`src/rtl/idct_pkg.sv`:
```
// Shared types and sizes for the JPEG IDCT datapath.
// Holds the block dimension, the coefficient and pixel widths, and the lane typedefs.
package idct_pkg;

  localparam int unsigned IDCT_N      = 8;
  localparam int unsigned IDCT_COEF_W = 16;
  localparam int unsigned IDCT_PIX_W  = 9;

  typedef logic signed [IDCT_COEF_W-1:0] idct_coef_t;
  typedef idct_coef_t [IDCT_N-1:0]       idct_vec_t;

endpackage

```
`src/rtl/idct_transpose_bank.sv`:
```
// One 8x8 coefficient bank: a whole row is written per cycle, a whole column is read.
// Ports:
//   clock       - clock
//   wr_en_i     - write the row in wr_data_i at row index wr_row_i
//   wr_row_i    - row index being written
//   wr_data_i   - 8-lane row data, lane k is column k
//   rd_col_i    - column index being read
//   rd_data_c_o - 8-lane column data, lane k is row k (combinational from storage)
// Contents have no reset; the owner's full flags say when a bank holds valid data.
module idct_transpose_bank
  import idct_pkg::*;
#(
  parameter int unsigned DATA_W = IDCT_COEF_W
) (
  input  logic                             clock,
  input  logic                             wr_en_i,
  input  logic [2:0]                       wr_row_i,
  input  logic [IDCT_N-1:0][DATA_W-1:0]    wr_data_i,
  input  logic [2:0]                       rd_col_i,
  output logic [IDCT_N-1:0][DATA_W-1:0]    rd_data_c_o
);

  logic [DATA_W-1:0] mem_q [IDCT_N][IDCT_N];

  // Row write
  always_ff @(posedge clock) begin
    if (wr_en_i) begin
      for (int k = 0; k < int'(IDCT_N); k++) begin
        mem_q[wr_row_i][k] <= wr_data_i[k];
      end
    end
  end

  // Column read
  always_comb begin
    for (int k = 0; k < int'(IDCT_N); k++) begin
      rd_data_c_o[k] = mem_q[k][rd_col_i];
    end
  end

endmodule

```
`src/rtl/idct_transpose_buf.sv`:
```
// Ping-pong row/column transpose buffer between the row and column IDCT passes.
// Rows enter one per handshake, columns leave one per handshake; one bank fills
// while the other drains so a row and a column can move every cycle.
// Ports:
//   clock, reset            - clock, asynchronous active-low reset
//   in_valid / in_ready     - row handshake; in_ready depends only on registers
//   in0_d..in7_d            - row lanes, lane k = column k
//   out_valid / out_ready   - column handshake; out_valid depends only on registers
//   out0_d..out7_d          - column lanes, lane k = row k; zero when out_valid=0
//   out_zero                - present only with IDCT_TRANSPOSE_ZERO_EN: current column all zero
// Optional feature macro: IDCT_TRANSPOSE_ZERO_EN.
module idct_transpose_buf
  import idct_pkg::*;
#(
  parameter int unsigned DATA_W = IDCT_COEF_W,
  parameter int unsigned N      = IDCT_N
) (
  input  logic              clock,
  input  logic              reset,
  input  logic              in_valid,
  output logic              in_ready,
  input  logic [DATA_W-1:0] in0_d,
  input  logic [DATA_W-1:0] in1_d,
  input  logic [DATA_W-1:0] in2_d,
  input  logic [DATA_W-1:0] in3_d,
  input  logic [DATA_W-1:0] in4_d,
  input  logic [DATA_W-1:0] in5_d,
  input  logic [DATA_W-1:0] in6_d,
  input  logic [DATA_W-1:0] in7_d,
  output logic              out_valid,
  input  logic              out_ready,
  output logic [DATA_W-1:0] out0_d,
  output logic [DATA_W-1:0] out1_d,
  output logic [DATA_W-1:0] out2_d,
  output logic [DATA_W-1:0] out3_d,
  output logic [DATA_W-1:0] out4_d,
  output logic [DATA_W-1:0] out5_d,
  output logic [DATA_W-1:0] out6_d,
  output logic [DATA_W-1:0] out7_d
`ifdef IDCT_TRANSPOSE_ZERO_EN
  ,
  output logic              out_zero
`endif
);

  // Only the 8x8 block is supported
  if (N != IDCT_N) begin : g_bad_n
    $error("idct_transpose_buf: N must be 8");
  end

  logic                          wr_bank_q, wr_bank_d;
  logic [2:0]                    wr_row_q,  wr_row_d;
  logic                          rd_bank_q, rd_bank_d;
  logic [2:0]                    rd_col_q,  rd_col_d;
  logic [1:0]                    full_q,    full_d;
  logic                          wr_fire_c, rd_fire_c;
  logic [IDCT_N-1:0][DATA_W-1:0] in_vec_c;
  logic [IDCT_N-1:0][DATA_W-1:0] rd0_c, rd1_c, rd_vec_c;

  assign in_vec_c = {in7_d, in6_d, in5_d, in4_d, in3_d, in2_d, in1_d, in0_d};

  assign in_ready  = !full_q[wr_bank_q];
  assign out_valid = full_q[rd_bank_q];
  assign wr_fire_c = in_valid && in_ready;
  assign rd_fire_c = out_valid && out_ready;

  idct_transpose_bank #(.DATA_W(DATA_W)) u_bank0 (
    .clock       (clock),
    .wr_en_i     (wr_fire_c && !wr_bank_q),
    .wr_row_i    (wr_row_q),
    .wr_data_i   (in_vec_c),
    .rd_col_i    (rd_col_q),
    .rd_data_c_o (rd0_c)
  );

  idct_transpose_bank #(.DATA_W(DATA_W)) u_bank1 (
    .clock       (clock),
    .wr_en_i     (wr_fire_c && wr_bank_q),
    .wr_row_i    (wr_row_q),
    .wr_data_i   (in_vec_c),
    .rd_col_i    (rd_col_q),
    .rd_data_c_o (rd1_c)
  );

  // Pointer and flag next-state; a finishing write and a finishing read always
  // touch different banks, so both flag updates apply
  always_comb begin
    wr_bank_d = wr_bank_q;
    wr_row_d  = wr_row_q;
    rd_bank_d = rd_bank_q;
    rd_col_d  = rd_col_q;
    full_d    = full_q;
    if (wr_fire_c) begin
      wr_row_d = wr_row_q + 3'd1;
      if (wr_row_q == 3'd7) begin
        full_d[wr_bank_q] = 1'b1;
        wr_bank_d         = !wr_bank_q;
      end
    end
    if (rd_fire_c) begin
      rd_col_d = rd_col_q + 3'd1;
      if (rd_col_q == 3'd7) begin
        full_d[rd_bank_q] = 1'b0;
        rd_bank_d         = !rd_bank_q;
      end
    end
  end

  // Pointer and flag registers
  always_ff @(posedge clock or negedge reset) begin
    if (!reset) begin
      wr_bank_q <= 1'b0;
      wr_row_q  <= 3'd0;
      rd_bank_q <= 1'b0;
      rd_col_q  <= 3'd0;
      full_q    <= 2'b00;
    end else begin
      wr_bank_q <= wr_bank_d;
      wr_row_q  <= wr_row_d;
      rd_bank_q <= rd_bank_d;
      rd_col_q  <= rd_col_d;
      full_q    <= full_d;
    end
  end

  // Column output, forced to zero while nothing is valid
  assign rd_vec_c = out_valid ? (rd_bank_q ? rd1_c : rd0_c) : '0;

  assign out0_d = rd_vec_c[0];
  assign out1_d = rd_vec_c[1];
  assign out2_d = rd_vec_c[2];
  assign out3_d = rd_vec_c[3];
  assign out4_d = rd_vec_c[4];
  assign out5_d = rd_vec_c[5];
  assign out6_d = rd_vec_c[6];
  assign out7_d = rd_vec_c[7];

`ifdef IDCT_TRANSPOSE_ZERO_EN
  // All-zero column flag for the column-pass shortcut
  assign out_zero = out_valid && (rd_vec_c == '0);
`endif

endmodule

```
`config.mk`:
```
export PLATFORM = sky130hd
export DESIGN_NAME = idct_transpose_buf
export DESIGN_NICKNAME = d
export VERILOG_FILES = /design/src/rtl/idct_pkg.sv /design/src/rtl/idct_transpose_bank.sv /design/src/rtl/idct_transpose_buf.sv
export SDC_FILE = /design/constraint.sdc
export NUM_CORES = 2
export LEC_CHECK = 0
export ABC_AREA = 0
export ABC_CLOCK_PERIOD_IN_PS = 12600
export BUFFER_PORTS_ARGS = -buffer_cell sky130_fd_sc_hd__buf_2
export CAP_MARGIN = 20
export CORE_UTILIZATION = 40
export DETAILED_ROUTE_END_ITERATION = 10
export PLACE_DENSITY = 0.62
export SLEW_MARGIN = 25
export SYNTH_ARGS = -nofsm -noshare
export SYNTH_HDL_FRONTEND = slang
export SYNTH_SLANG_ARGS = --single-unit
```
`constraint.sdc`:
```
create_clock -name clock -period 12.6 [get_ports clock]
set_input_delay 2.52 -clock clock [delete_from_list [all_inputs] [get_ports clock]]
set_output_delay 2.52 -clock clock [all_outputs]
set_load 0.03 [all_outputs]
```
==> impl_metrics.json <==
{
  "ys_types": 32,
  "fmax_mhz": 133.3,
  "syn_avg_cell_area_um2": 21.15,
  "dp_hpwl_mm": 113.1,
  "syn_to_final_growth_pct": 12.89,
  "cts-hold-fix-buffers": 0,
  "combinationalPowerShare_pct": 31.5,
  "power.internal_mw": 13.30,
  "worstSetupPathType": "reg -> out",
  "fin_cells": 6843,
  "async_reset_ff_share_pct": 0.4859,
  "final_util_pct": 45.57,
  "endpoint_kind": "output pin",
  "met3_length_mm": 15.54,
  "antenna_left": 0,
  "startpoint": "rd_col_q[0]$_DFFE_PN0P_",
  "setup_viol": 0,
  "synth-edff-count": 2048,
  "die_y_um": 446.3,
  "final_nets": 4176,
  "synth_cells": 3733,
  "rsz0062_at_grt": "no",
  "synth_warnings": 0,
  "post_cts_buffers": 0,
  "worstReg2RegStart": "full_q[1]$_DFF_PN0_",
  "yosys.area.top_type": "edfxtp_1",
  "core_um2": 195600,
  "power_switching_mw": 6.947,
  "p_leak_nw": 28.01,
  "synth-seq-area-share_pct": 78.20,
  "slew_headroom_pct": 27.81,
  "cp-start-kind": "register",
  "clkLatencyLatePin_ns": 0.83,
  "top_layer": "met5",
  "via_per_inst": 5.723,
  "grt_max_degree": 152,
  "dr_wl_met2_mm": 96.05,
  "worstHoldPathType": "reg -> reg",
  "power.density_nw_per_um2": 227.1,
  "antenna_found_initial": 59,
  "drt_iter0_drc": 3892,
  "netlist_area_um2": 78960,
  "fp-row-count": 162,
  "post-synth-top-count-cell": "edfxtp_1",
  "die_w_um": 446.3,
  "peakVddDrop_uv": 298.5,
  "period_minus_slack_ns": 7.502,
  "synth_top_area_share_pct": 77.88,
  "cp.arrival_ns": 4.98,
  "ys_seq_elements": 2058,
  "cts_tree": "done",
  "post-route-drc-count": 0,
  "worstHoldStart": "wr_row_q[1]$_DFFE_PN0N_",
  "pwr-share-clk_pct": 27.8,
  "drive_above_1_share_pct": 23.88,
  "first_pass_iters": 5,
  "seqPwrFrac_pct": 40.7,
  "ctsResizeCount": 0,
  "wl_met1_mm": 82.73,
  "die_area_um2": 199200,
  "cts-buffers-inserted": 193,
  "worst_pin_slew_ns": 1.083,
  "start_util_pct": 40.37,
  "grt_pass1_wl_mm": 285.6,
  "io-pin-count": 262,
  "swShare_pct": 34.32,
  "slew_viol_final": 0,
  "cts.path.max_buffers": 3,
  "fin_crit_sh_pct": 59.54,
  "synth_ff_type": "edfxtp_1",
  "cp.required_ns": 10.08,
  "hold_viol_final": 0,
  "num_vias": 39170,
  "cts_sinks": 2058,
  "port_buffers": 261,
  "wl_per_cell_um": 29.18,
  "path_max_fanout": 97,
  "ys_top_cells_by_area": "edfxtp_1 78%, mux4_2 11%, mux2i_1 3.3%, nand2_1 1.8%, a32oi_1 1.4%",
  "clk_pin_slew_ns": 0.06,
  "htree_levels": 4,
  "dpl.cell_count": 6469,
  "synth_nets": 3869,
  "finClkSkew_ns": 0.04313,
  "tns_ns": 0,
  "drt_wl_total_mm": 199.7,
  "grt_overflow": 0,
  "cts_root_buf": "clkbuf_16",
  "track_usage_pct": 19.94,
  "gp_congestion": 0.7851,
  "grt_pass1_vias": 38910,
  "synthTopCellsByCount": "2048 x edfxtp_1, 389 x nand2_1, 385 x mux4_2, 257 x mux2i_1",
  "status": "complete, no violations",
  "drv_cap": 0
}
state kept, by name, summed over array words and instances, names as in the netlist:
register / cells
u_bank0.mem_q: 1024
u_bank1.mem_q: 1024
rd_col_q: 3
wr_row_q: 3
full_q: 2
rd_bank_q: 1
wr_bank_q: 1
layout make-up:
cell class,instances,area (um^2)
clock buffers,237,5037
diodes,18,45.04
multi-input cells,1460,16030
inverters,1,3.754
clock inverters,119,1056
fillers,16150,106500
repair buffers,326,1926
well taps,2624,3283
flip-flops and latches,2058,61760
per-stage QoR:
step / power (mW) / cell area, um^2 / hold slack [ns] / worst slack (ns)
final: 20.24 / 89140 / 0.6333 / 5.099
after global routing: 20.93 / 89110 / 0.6601 / 4.753
after CTS: 20.43 / 89080 / 0.6188 / 4.895
after detailed placement: 14.84 / 82980 / 0.6017 / 5.823
after global placement: 14.80 / 82960 / 0.5795 / 5.763
after floorplan: 12.73 / 78960 / 0.5426 / 0.2311
worst paths after layout:
kind                                                   to  slack, ns  cells after the start
min in group asynchronous         wr_row_q[1]$_DFFE_PN0N_       1.55                      1
max reg2reg                u_bank1.mem_q[4][51]$_DFFE_PP_       8.70                      4
min                               wr_row_q[1]$_DFFE_PN0N_       0.63                      1
max                                            out2_d[15]       5.10                      6
max in group asynchronous         rd_col_q[1]$_DFFE_PN0P_      10.82                      1
min reg2reg                       wr_row_q[1]$_DFFE_PN0N_       0.63                      1
power by group through the flow:
stage          Sequential, mW  Clock [mW]  Combinational, mW
6_report                 8.24        5.63               6.38
5_1_grt                  8.28        5.97               6.68
4_1_cts                  8.24        5.72               6.46
3_5_place_dp             8.39           0               6.45
3_3_place_gp             8.37           0               6.43
2_1_floorplan            8.34           0               4.40
per-layer routing:
metal / up-vias / GRT usage (%)
met2: 1462 / 31.71
met4: 36 / 6.060
met1: 21070 / 27.12
met5: - / 0
met3: 307 / 4.934
li1: 16290 / -
worst max-delay path: stages (launching register included):
cell,delay [ns]
dfrtp_4,1.00
buf_12,0.57
buf_4,0.83
mux4_2,0.36
a32oi_1,0.05
o211ai_1,0.72
buf_2,0.34
logic make-up (layout without fill, tap and decap cells):
kind of cell / Yosys count / in the layout / share of synthesized area, %
and+or+nand+nor: 546 / 546 / 3.071
AOI/OAI and AO/OA: 262 / 262 / 2.678
other: 0 / 18 / 0
buffers and inverters: 215 / 683 / 1.670
muxes: 646 / 646 / 14.30
adders and majority gates: 4 / 4 / 0.06338
xor gates and xnor gates: 2 / 2 / 0.02219
DFF: 2058 / 2058 / 78.20
cell usage in the layout (no fill, tap or decap), types with 4 or more instances in the layout:
master	synthesis	routed
inv_6	0	6
mux2_2	4	4
buf_6	43	5
nor2_4	0	12
diode_2	0	18
buf_4	28	51
dfrtp_1	10	7
nand2_1	389	389
mux4_2	385	385
a31oi_1	4	4
clkbuf_1	69	42
edfxtp_1	2048	2048
ha_1	4	4
clkinvlp_4	0	5
o211ai_1	127	127
clkinv_1	0	51
buf_12	0	9
mux2i_1	257	257
bufinv_16	0	13
buf_2	58	261
nor3_2	0	4
clkbuf_16	0	195
clkinv_2	0	33
a32oi_1	127	127
nand4_1	127	127
Note: power is estimated with default switching activity, not from simulation.
